`config.mk`:
```
export PLATFORM = sky130hd
export DESIGN_NAME = wash_sequencer
export DESIGN_NICKNAME = d
export VERILOG_FILES = /design/src/rtl/wash_sequencer.sv
export SDC_FILE = /design/constraint.sdc
export NUM_CORES = 1
export LEC_CHECK = 0
export BUFFER_PORTS_ARGS = -buffer_cell sky130_fd_sc_hd__buf_2
export CORE_AREA = 10 10 61 63
export DETAILED_ROUTE_END_ITERATION = 10
export DIE_AREA = 0 0 71 73
export GPL_TIMING_DRIVEN = 0
export PLACE_DENSITY = 0.76
export SETUP_SLACK_MARGIN = 0.1
export SYNTH_ARGS = -nofsm -noshare
export SYNTH_HDL_FRONTEND = slang
export SYNTH_SLANG_ARGS = --single-unit
export TNS_END_PERCENT = 10
```
`constraint.sdc`:
```
create_clock -name clk -period 3.13 [get_ports clk]
set_input_delay 0.626 -clock clk [delete_from_list [all_inputs] [get_ports clk]]
set_output_delay 0.626 -clock clk [all_outputs]
set_load 0.01 [all_outputs]
```
`src/rtl/wash_sequencer.sv`:
```
// wash_sequencer: washing-machine step sequencer (wash, rinse, dry) with pause and lid interlock.
// Optional DONE_BEEP_EN macro adds a completion beep lasting BEEP_T ticks.
module wash_sequencer #(
  parameter int FILL_UNIT = 2,
  parameter int WASH_T    = 10,
  parameter int RINSE_T   = 6,
  parameter int DRAIN_T   = 3,
  parameter int SPIN_T    = 4,
  parameter int BEEP_T    = 5
) (
  input  logic       clk,
  input  logic       in_resetBtn,
  input  logic       in_tick,
  input  logic       in_runBtn,
  input  logic       in_openBtn,
  input  logic [2:0] in_mode,
  input  logic [1:0] in_water,
  output logic       out_inValve,
  output logic       out_outValve,
  output logic       out_motor,
  output logic       out_spin,
  output logic [3:0] out_state,
  output logic [7:0] out_remain,
  output logic       out_paused,
  output logic       out_done,
  output logic       out_beep
);
  typedef enum logic [3:0] {
    IDLE = 4'd0, W_FILL = 4'd1, W_AGIT = 4'd2, W_DRAIN = 4'd3, R_FILL = 4'd4, R_AGIT = 4'd5,
    R_DRAIN = 4'd6, R_SPIN = 4'd7, D_DRAIN = 4'd8, D_SPIN = 4'd9, DONE = 4'd10
  } state_t;
  state_t state, nextStep, firstStep;
  logic prevRun, runEdge, runStep, countTick, active, doneEntry;
  logic [1:0] modeLat, waterLat;
  function automatic logic [7:0] stepLen(input state_t s, input logic [1:0] lvl);
    case (s)
      W_FILL, R_FILL:           return 8'(FILL_UNIT * (int'(lvl) + 1));
      W_AGIT:                   return 8'(WASH_T);
      R_AGIT:                   return 8'(RINSE_T);
      W_DRAIN, R_DRAIN, D_DRAIN: return 8'(DRAIN_T);
      R_SPIN, D_SPIN:           return 8'(SPIN_T);
      default:                  return 8'd0;
    endcase
  endfunction
  assign runEdge   = in_runBtn & ~prevRun;
  assign runStep   = (state >= W_FILL) && (state <= D_SPIN);
  assign countTick = in_tick & runStep & ~out_paused & ~in_openBtn;
  assign doneEntry = countTick && (out_remain == 8'd1) && (nextStep == DONE);
  assign firstStep = in_mode[2] ? W_FILL : in_mode[1] ? R_FILL : in_mode[0] ? D_DRAIN : IDLE;
  always_comb begin
    nextStep = DONE;
    case (state)
      W_FILL:  nextStep = W_AGIT;
      W_AGIT:  nextStep = W_DRAIN;
      W_DRAIN: nextStep = modeLat[1] ? R_FILL : modeLat[0] ? D_DRAIN : DONE;
      R_FILL:  nextStep = R_AGIT;
      R_AGIT:  nextStep = R_DRAIN;
      R_DRAIN: nextStep = R_SPIN;
      R_SPIN:  nextStep = modeLat[0] ? D_DRAIN : DONE;
      D_DRAIN: nextStep = D_SPIN;
      default: nextStep = DONE;
    endcase
  end
  always_ff @(posedge clk or negedge in_resetBtn) begin
    if (!in_resetBtn) begin
      state      <= IDLE;
      out_remain <= 8'd0;
      out_paused <= 1'b0;
      prevRun    <= 1'b0;
      modeLat    <= 2'd0;
      waterLat   <= 2'd0;
    end else begin
      prevRun <= in_runBtn;
      case (state)
        IDLE: begin
          out_paused <= 1'b0;
          out_remain <= 8'd0;
          if (runEdge && in_mode != 3'd0 && !in_openBtn) begin
            modeLat    <= in_mode[1:0];
            waterLat   <= in_water;
            state      <= firstStep;
            out_remain <= stepLen(firstStep, in_water);
          end
        end
        W_FILL, W_AGIT, W_DRAIN, R_FILL, R_AGIT, R_DRAIN, R_SPIN, D_DRAIN, D_SPIN: begin
          if (runEdge) out_paused <= ~out_paused;
          if (countTick) begin
            if (out_remain > 8'd1) out_remain <= out_remain - 8'd1;
            else begin
              state      <= nextStep;
              out_remain <= stepLen(nextStep, waterLat);
              if (nextStep == DONE) out_paused <= 1'b0;
            end
          end
        end
        DONE: begin
          out_paused <= 1'b0;
          out_remain <= 8'd0;
          if (runEdge) state <= IDLE;
        end
        default: begin
          state      <= IDLE;
          out_remain <= 8'd0;
          out_paused <= 1'b0;
        end
      endcase
    end
  end
  assign active       = runStep & ~out_paused & ~in_openBtn;
  assign out_inValve  = active & (state == W_FILL || state == R_FILL);
  assign out_motor    = active & (state == W_AGIT || state == R_AGIT || state == R_SPIN || state == D_SPIN);
  assign out_outValve = active & (state == W_DRAIN || state == R_DRAIN || state == D_DRAIN ||
                                  state == R_SPIN || state == D_SPIN);
  assign out_spin     = active & (state == R_SPIN || state == D_SPIN);
  assign out_state    = state;
  assign out_done     = (state == DONE);
`ifdef DONE_BEEP_EN
  logic [7:0] beepCnt;
  // beep ticks are counted even with the lid open
  always_ff @(posedge clk or negedge in_resetBtn) begin
    if (!in_resetBtn) begin
      out_beep <= 1'b0;
      beepCnt  <= 8'd0;
    end else if (runEdge) begin
      out_beep <= 1'b0;
      beepCnt  <= 8'd0;
    end else if (doneEntry) begin
      out_beep <= 1'b1;
      beepCnt  <= 8'(BEEP_T);
    end else if (out_beep && in_tick) begin
      out_beep <= (beepCnt > 8'd1);
      beepCnt  <= beepCnt - 8'd1;
    end
  end
`else
  assign out_beep = 1'b0;
`endif
endmodule

```
==> impl_metrics.yaml, run 1 <==
synthesis:
  syn_nets: 169
  synthAdderAreaFrac_pct: 3.84
  synth_compound_area_share_pct: 22.4
  async_flop_share_pct: 100
  synth_area_leaders: "dfrtp_1 (35%), nand2_1 (5.2%), nor2_1 (4.3%), ha_1 (3.8%), o21ai_0 (3.8%)"
  synth-simple-area-share_pct: 29.0
  synth_flop_cell: "dfrtp_1"
  syn_area_mm2: 0.00130
  synth_xor_area_share_pct: 5.37
  ys_seq_area_share_pct: 34.5
  synth_top_cell_by_area: "dfrtp_1"
  synth_top_family_by_area: "simple AND/OR/NAND/NOR gates"
  synthDistinctLibCells: 45
  synth_edf_count: 0
  synth_top_cell_area_share_pct: 34.5
  synth_cells: 155
  synthMuxAreaShare_pct: 0
  ys_ff_latch: 18
  postSynthAreaPerCell_um2: 8.41
  yosys_warnings: 0
cts:
  holdBufCountCts: 0
  root_buffer: "clkbuf_4"
  clock_latency_ps: 300
  cts_tree: "done"
  clk_pin_slew_ps: 100
  post-cts-setup-buffers: 0
  cts_resized: 0
  cts_made_buffers: 3
  cts_buffer_depth: 2
  clock_sinks: 18
  htreeDepth: 1
global_routing:
  grt_overflow: 0
  grt_pass1_vias: 1269
  grt_max_degree: 19
  grtUsageTotal_pct: 13.4
  antenna_found_initial: 0
  grt_pass1_wl_um: 5920
worst_setup_path:
  cp_slowest_cell: "clkbuf_1"
  cp.buffers_inverters: 3
  critPathMaxStageDelay_ps: 400
  crit_arrival_ps: 2030
  cp-start-kind: "register"
  crit_type: "register to output pin"
  r2r-start: "out_remain[3]$_DFFE_PN0N_"
  required_ps: 2500
  path_max_fanout: 10
  worstSetupEndpointType: "output pin"
  path_common_cell: "clkbuf_1"
  crit_family: "buffers and inverters"
  setup.worst_path.start: "out_state[0]$_DFFE_PN0P_"
  timing.critical_path.cells: "clkbuf_1, clkbuf_1, xnor2_1, nor4b_1, buf_2"
min_path:
  hp-class: "input pin to asynchronous set/reset pin"
power:
  p_per_area_mw_per_mm2: 1070
  leakagePower_nw: 0.697
  peakVddDrop_mv: 0.607
placement:
  dp_hpwl_um: 2670
  port_buffers: 27
  place_congestion: 0.960
route:
  wl_per_cell_um: 16.0
  vias: 1280
  drc_errors: 0
  drt_pass1_iterations: 4
  drtIter0Drc: 77
  antenna_left: 0
  viasPerCell: 5.93
  wl_um: 3460
floorplanning:
  rows: 19
  ios: 29
  die_h_um: 73
  core_region_area_mm2: 0.00262
  start_util_pct: 49.9
  dieArea_mm2: 0.00518
  die_w_um: 71
run_status:
  status: "completed"
layout:
  syn2layout_area_growth_pct: 15.1
  drive_gt1_share_pct: 22.2
  postLayoutCoreUtil_pct: 57.4
  fillers: 259
  nets: 201
  antenna_cells: 0
sta:
  finalHoldViolCount: 0
  fmax_mhz: 377
  fin_crit_sh_pct: 84.8
  fin_skew_ps: 2.36
  slew_headroom_pct: 45.1
  rsz0062_at_grt: "false"
  setup_tns_ps: 0
  maxSlewViolCount: 0
  setup_viol_count_final: 0
  fin_crit_ps: 2650
  worstMarginPinSlew_ps: 817
job:
  max_cap_violations: 0
where the power goes:
group          internal [W]  leakage, nW  total [W]  switching, W
logic              0.000437        0.455    0.00104      0.000601
registers          0.000333        0.228   0.000456      0.000122
clock network     0.0000449       0.0138   0.000118     0.0000729
total              0.000816        0.697    0.00161      0.000797
Yosys cell counts, types with 5 or more instances:
library cell  count
dfrtp_1          18
nor2_1           15
a21oi_1           6
clkbuf_1          8
o21ai_0          10
nand2b_1          5
nor3_1            5
nand2_1          18
area by class of cell:
class / count / area [um2] / share of cell area [%]
Sequential cell: 18 / 450 / 30.0
Buffer: 10 / 48.8 / 3.25
Timing Repair Buffer: 27 / 135 / 9.01
Inverter: 3 / 11.3 / 0.751
Tap cell: 31 / 38.8 / 2.59
Multi-Input combinational cell: 124 / 793 / 52.9
Clock buffer: 3 / 22.5 / 1.50
routing by layer:
metal / track usage, % / share of wire (%)
met4: 4.52 / 1.1
met3: 2.72 / 5.7
met5: 0 / 0
met1: 17.2 / 46
met2: 21.9 / 47
registers in the layout (all words and copies together), names as in the netlist:
| name | count |
|---|---|
| waterLat | 2 |
| out_paused | 1 |
| out_state | 4 |
| prevRun | 1 |
| out_remain | 8 |
| modeLat | 2 |
cell families (layout without fill, tap and decap cells):
group / after synthesis / count (layout)
DFF: 18 / 18
other: 1 / 1
AOI/OAI and AO/OA: 41 / 41
xor gates and xnor gates: 8 / 8
buffers and inverters: 13 / 43
and+or+nand+nor: 70 / 70
adders and majority gates: 4 / 4
layout by cell type (no fill, tap or decap), drive strengths merged, types with 2 or more instances in the layout:
cell and count:
or4 4, a311oi 2, nand3b 2, dfrtp 18
a21oi 6, a211oi 2, a31oi 3, xor2 4
nor3 5, o211ai 2, ha 4, nand3 4
and3 2, nor2 15, o31ai 2, nor4 4
o22a 2, buf 29, o21ai 11, xnor2 4
a21o 3, a211o 2, clkbuf 11, or3b 3
inv 3, nand2 18, nor4b 2, nand2b 5
path summary, 6_finish.rpt:
path / cells after the start / to / slack [ps]
max: 5 / out_inValve / 480
min: 1 / out_paused$_DFF_PN0_ / 240
max reg2reg: 6 / out_remain[1]$_DFFE_PN0N_ / 750
min reg2reg: 2 / waterLat[1]$_DFFE_PN0P_ / 500
max in group asynchronous: 1 / prevRun$_DFF_PN0_ / 2610
min in group clk: 1 / prevRun$_DFF_PN0_ / 450
stage by stage:
stage          setup slack [ps]  hold WS [ps]  cell area [um2]  cells  power, W
2_1_floorplan               853           330             1300    155   0.00120
3_3_place_gp                612           465             1480    213   0.00148
3_5_place_dp                668           470             1480    213   0.00150
4_1_cts                     489           252             1500    216   0.00162
5_1_grt                     390           251             1500    216   0.00177
6_report                    476           237             1500    216   0.00161
Power figures use the tool's default switching activity.
==> run 2, diff against run 1 <==
--- a/config.mk
+++ b/config.mk
@@ -5,12 +5,13 @@
 export SDC_FILE = /design/constraint.sdc
 export NUM_CORES = 1
 export LEC_CHECK = 0
+export ABC_AREA = 1
 export BUFFER_PORTS_ARGS = -buffer_cell sky130_fd_sc_hd__buf_2
 export CORE_AREA = 10 10 61 63
 export DETAILED_ROUTE_END_ITERATION = 10
 export DIE_AREA = 0 0 71 73
 export GPL_TIMING_DRIVEN = 0
-export PLACE_DENSITY = 0.76
+export PLACE_DENSITY = 0.77
 export SETUP_SLACK_MARGIN = 0.1
 export SYNTH_ARGS = -nofsm -noshare
 export SYNTH_HDL_FRONTEND = slang
==> constraint.sdc (replaced) <==
create_clock -name clk -period 2.7 [get_ports clk]
set_input_delay 0.54 -clock clk [delete_from_list [all_inputs] [get_ports clk]]
set_output_delay 0.54 -clock clk [all_outputs]
set_load 0.01 [all_outputs]
==> run 2 against run 1 <==
  * First-iteration DRC count up 56%
  * Clock-buffer cell count increased by 1
  * Setup slack got worse by 130 ps
  * Register-to-register slack better by 110 ps
  * Synthesized cell count up 21%
  * Total power is 15% higher
  * Clock skew grew 11 ps
  * Global-route usage grew 0.12 points
  * Non-clock buffer count fell by 7
  * Critical path depth grew 1
  * Critical path type unchanged
  * Critical endpoint is now out_outValve
  * Largest power group unchanged
==> impl_metrics.yaml, run 2 <==
floorplanning:
  die_h_um: 73
  core_region_area_mm2: 0.00262
  die_w_um: 71
  dieArea_mm2: 0.00518
  ios: 29
  start_util_pct: 50.6
  rows: 19
worst_setup_path:
  cp-start-kind: "register"
  crit_type: "register to output pin"
  required_ps: 2160
  worstSetupEndpointType: "output pin"
  rrSetupSlack_ps: 860
  path_max_fanout: 8
  crit_arrival_ps: 1810
route:
  drt_pass1_iterations: 4
  vias: 1319
  viasPerCell: 5.30
  drtIter0Drc: 120
  antenna_left: 0
  drc_errors: 0
  wl_per_cell_um: 13.4
  wl_um: 3340
cts:
  cts_resized: 0
  holdBufCountCts: 0
  clock_sinks: 18
  clock_latency_ps: 300
  cts_tree: "done"
  post-cts-setup-buffers: 0
  clk_pin_slew_ps: 110
  cts_made_buffers: 3
  htreeDepth: 1
  root_buffer: "clkbuf_4"
  cts_buffer_depth: 2
placement:
  place_congestion: 0.904
  port_buffers: 27
  dp_hpwl_um: 2710
synthesis:
  synth_cells: 187
  syn_area_mm2: 0.00132
  syn_nets: 201
  postSynthAreaPerCell_um2: 7.07
  synth_xor_area_share_pct: 1.32
  async_flop_share_pct: 100
  synth_top_cell_by_area: "dfrtp_1"
  synth_compound_area_share_pct: 16.2
  synthDistinctLibCells: 33
  synth_edf_count: 0
  yosys_warnings: 0
  synth-simple-area-share_pct: 34.4
  ys_seq_area_share_pct: 34.1
  synth_area_leaders: "dfrtp_1 (34%), nand2_1 (13%), inv_1 (6.5%), nor2_1 (5.4%), o21ai_0 (4.5%)"
  synth_top_family_by_area: "simple AND/OR/NAND/NOR gates"
  synthAdderAreaFrac_pct: 3.78
  synth_flop_cell: "dfrtp_1"
  synthMuxAreaShare_pct: 0.851
  synth_most_common_cell: "nand2_1"
  ys_ff_latch: 18
  synth_top_cell_area_share_pct: 34.1
  synth_common_cells: "nand2_1 (46), inv_1 (23), nor2_1 (19), dfrtp_1 (18), o21ai_0 (12)"
layout:
  drive_gt1_share_pct: 22.0
  antenna_cells: 0
  layout_common_cells: "nand2_1 (46), buf_2 (27), inv_1 (23)"
  syn2layout_area_growth_pct: 15.9
  postLayoutCoreUtil_pct: 58.6
  final_common_cell: "nand2_1"
  nets: 233
  regMostFlops: "out_remain"
  largest_reg_flops: 8
global_routing:
  grt_overflow: 0
  antenna_found_initial: 0
  grt_max_degree: 19
  grtUsageTotal_pct: 13.6
  grt_pass1_wl_um: 5870
  grt_pass1_vias: 1317
power:
  p_per_area_mw_per_mm2: 1210
  peakVddDrop_mv: 0.694
  leakagePower_nw: 0.812
  power_w: 0.00186
run_status:
  status: "completed"
sta:
  fin_skew_ps: 13.4
  fin_crit_sh_pct: 87.2
  maxSlewViolCount: 0
  setup_tns_ps: 0
  fin_crit_ps: 2350
  setup_viol_count_final: 0
  finalHoldViolCount: 0
  rsz0062_at_grt: "false"
  fmax_mhz: 425
min_path:
  hp-class: "input pin to asynchronous set/reset pin"
job:
  max_cap_violations: 0
-- run 2: worst max-delay path, stage by stage, from the launching register on --
cell,delay [ps]
dfrtp_1,500
o21ai_0,300
nand2_2,160
nor3_4,160
inv_1,110
a31oi_1,140
buf_2,150
-- run 2: power breakdown --
part / total [W] / leakage (nW) / internal (W) / switching [W]
Clock: 0.000170 / 0.0210 / 0.0000822 / 0.0000881
Sequential: 0.000496 / 0.223 / 0.000384 / 0.000112
Combinational: 0.00119 / 0.568 / 0.000433 / 0.000761
Total: 0.00186 / 0.812 / 0.000900 / 0.000961
-- run 2: area by class of cell --
cell class	count	area, um2
buffer	3	30.0
clock buffer	4	36.3
fill	258	1080
inverter	24	90.1
multi-input combinational	142	752
sequential	18	450
tap	31	38.8
timing repair buffer	27	135
-- run 2: path summary, 6_finish.rpt --
check | endpoint | start | depth (start not counted)
worst max register to register | out_state[0]$_DFFE_PN0P_ | out_remain[0]$_DFFE_PN0N_ | 9
min in group clk | prevRun$_DFF_PN0_ | in_runBtn | 1
worst min-delay path | out_remain[5]$_DFFE_PN0N_ | in_resetBtn | 1
max in group asynchronous | out_remain[4]$_DFFE_PN0N_ | in_resetBtn | 1
worst max-delay path | out_outValve | out_state[2]$_DFFE_PN0P_ | 6
worst min register to register | out_remain[1]$_DFFE_PN0N_ | out_remain[1]$_DFFE_PN0N_ | 2
-- run 2: per-stage QoR --
step	setup WS, ps	cells	hold WS, ps	cell area [um2]
after floorplan	820	187	244	1320
after global placement	668	245	492	1500
after detailed placement	683	245	503	1500
after CTS	344	249	172	1530
after global routing	155	249	177	1530
final	346	249	153	1530
-- run 2: cell families after synthesis --
logic type / after synthesis
simple gates: 96
compound gates: 38
buf+inv: 27
flops: 18
fa+ha+maj: 4
xor+xnor: 2
other cells: 1
mux: 1
-- run 2: routing by layer --
| metal | track usage (%) | vias to the layer above | share of wire, % |
|---|---|---|---|
| met2 | 23.5 | 42 | 48 |
| met5 | 0 | - | 0 |
| met4 | 5.59 | 0 | 1.5 |
| li1 | - | 678 | - |
| met1 | 15.2 | 593 | 43 |
| met3 | 3.81 | 6 | 7.4 |
==> run 3, diff against run 2 <==
--- a/config.mk
+++ b/config.mk
@@ -5,13 +5,12 @@
 export SDC_FILE = /design/constraint.sdc
 export NUM_CORES = 1
 export LEC_CHECK = 0
-export ABC_AREA = 1
 export BUFFER_PORTS_ARGS = -buffer_cell sky130_fd_sc_hd__buf_2
 export CORE_AREA = 10 10 61 63
 export DETAILED_ROUTE_END_ITERATION = 10
 export DIE_AREA = 0 0 71 73
 export GPL_TIMING_DRIVEN = 0
-export PLACE_DENSITY = 0.77
+export PLACE_DENSITY = 0.76
 export SETUP_SLACK_MARGIN = 0.1
 export SYNTH_ARGS = -nofsm -noshare
 export SYNTH_HDL_FRONTEND = slang
==> run 3 against run 2 <==
  * Non-clock buffer count up 7
  * Final cell count down 13%
  * Critical path type unchanged
  * Largest cell class unchanged
  * Fmax down 8.0%
  * Setup slack worse by 210 ps
==> impl_metrics.yaml, run 3 (same netlist as run 1, synthesis figures left out) <==
cts:
  clock_sinks: 18
  cts_made_buffers: 3
  htreeDepth: 1
  cts_buffer_depth: 2
  clock_latency_ps: 300
  root_buffer: "clkbuf_4"
  clk_pin_slew_ps: 100
  cts_tree: "done"
route:
  wl_um: 3480
  vias: 1267
  drtIter0Drc: 81
  drt_pass1_iterations: 4
  drc_errors: 0
  antenna_left: 0
  wl_per_cell_um: 16.1
  viasPerCell: 5.87
worst_setup_path:
  crit_type: "register to output pin"
  timing.critical_path.cells: "clkbuf_1, or3b_2, o21ai_0, and3_1, a21o_1, buf_2"
  cp-start-kind: "register"
  critPathMaxStageDelay_ps: 580
  setup.worst_path.start: "out_state[1]$_DFFE_PN0P_"
  worstSetupEndpointType: "output pin"
  cp.buffers_inverters: 2
  crit_arrival_ps: 2020
  cp_slowest_cell: "or3b_2"
  r2r-start: "out_remain[3]$_DFFE_PN0N_"
  required_ps: 2160
  path_max_fanout: 10
  crit_family: "simple AND/OR/NAND/NOR gates"
floorplanning:
  ios: 29
  dieArea_mm2: 0.00518
  die_h_um: 73
  core_region_area_mm2: 0.00262
  rows: 19
  die_w_um: 71
  start_util_pct: 49.9
power:
  pwr-share-clk_pct: 7.3
  switching_share_pct: 49.3
  seqPwrFrac_pct: 28.4
  leakagePower_nw: 0.700
  p_int_w: 0.000947
  peakVddDrop_mv: 0.705
  p_sw_w: 0.000922
  p_per_area_mw_per_mm2: 1240
  pwr-share-comb_pct: 64.3
sta:
  fin_skew_ps: 2.92
  fin_crit_ps: 2560
  timing.hold.ws_ps: 151
  setup_tns_ps: 0
  rsz0062_at_grt: "true"
  maxSlewViolCount: 0
  fin_crit_sh_pct: 94.8
  slew_headroom_pct: 42.0
  setup_viol_count_final: 0
  worstMarginPinSlew_ps: 862
  fmax_mhz: 391
  finalHoldViolCount: 0
global_routing:
  antenna_found_initial: 0
  grt_pass1_wl_um: 5920
  grt_overflow: 0
  grtUsageTotal_pct: 13.4
  grt_pass1_vias: 1269
  grt_max_degree: 19
layout:
  final_common_cell: "buf_2"
  multi_input_area_um2: 793
  regMostFlops: "out_remain"
  layout_common_cells: "buf_2 (27), nand2_1 (18), dfrtp_1 (18)"
  fillers: 258
  regArea_um2: 450
  nets: 201
  largest_reg_flops: 8
  antenna_cells: 0
  drive_gt1_share_pct: 22.7
  syn2layout_area_growth_pct: 15.2
placement:
  dp_hpwl_um: 2670
  port_buffers: 27
  place_congestion: 0.960
job:
  max_cap_violations: 0
min_path:
  hp-class: "input pin to asynchronous set/reset pin"
run_status:
  status: "completed"
## run 3: cell count changes in the layout (fill, tap and decap cells not counted), moves of 5 or more
cell / delta
nand2b_1: +5
a21oi_1: -5
nand3_1: -5
clkbuf_1: +7
inv_1: -20
nand2_1: -28
## run 3: cell type report
cell class                      instances  share of cell area [%]
Buffer                                 10                    3.33
Clock buffer                            3                    1.50
Inverter                                3                   0.750
Multi-Input combinational cell        124                    52.8
Sequential cell                        18                    30.0
Tap cell                               31                    2.58
Timing Repair Buffer                   27                    9.00
## run 3: stage by stage
stage               power (W)  utilization (%)  std cells  setup WS, ps  area [um2]
floorplan             0.00139                -        155           423        1300
global placement      0.00172             56.5        213           268        1480
detailed placement    0.00174             56.5        213           324        1480
CTS                   0.00188             57.4        216           145        1500
global route          0.00206             57.4        216          56.6        1500
finish                0.00187             57.4        216           140        1500
## run 3: worst paths after layout
kind | cells past startpoint | endpoint | slack [ps]
worst min-delay path | 1 | out_paused$_DFF_PN0_ | 150
worst max register to register | 6 | out_remain[1]$_DFFE_PN0N_ | 330
min in group clk | 1 | prevRun$_DFF_PN0_ | 360
worst min register to register | 2 | waterLat[1]$_DFFE_PN0P_ | 500
max in group asynchronous | 1 | prevRun$_DFF_PN0_ | 2270
worst max-delay path | 6 | out_motor | 140
## run 3: power groups by stage
stage / Clock, W / Combinational (W) / Sequential, W
detailed placement: 0 / 0.00120 / 0.000536
floorplan: 0 / 0.000854 / 0.000541
finish: 0.000136 / 0.00120 / 0.000530
global route: 0.000153 / 0.00136 / 0.000548
CTS: 0.000143 / 0.00120 / 0.000530
global placement: 0 / 0.00119 / 0.000525
## run 3: what timing repair did
item | 4_1_cts | 5_1_grt
setup buffers | 0 | 0
hold buffers | 0 | 0
gates resized for setup | 0 | 2
endpoints found under the setup margin | 0 | 2
## run 3: metal layers
layer | GRT usage, % | share of wire [%] | wire, um | up-vias
li1 | - | - | - | 627
met1 | 17.2 | 45 | 1570 | 590
met2 | 21.9 | 47 | 1650 | 45
met3 | 2.72 | 6.2 | 217 | 5
met4 | 4.52 | 1.1 | 37 | 0
met5 | 0 | 0 | 0 | -
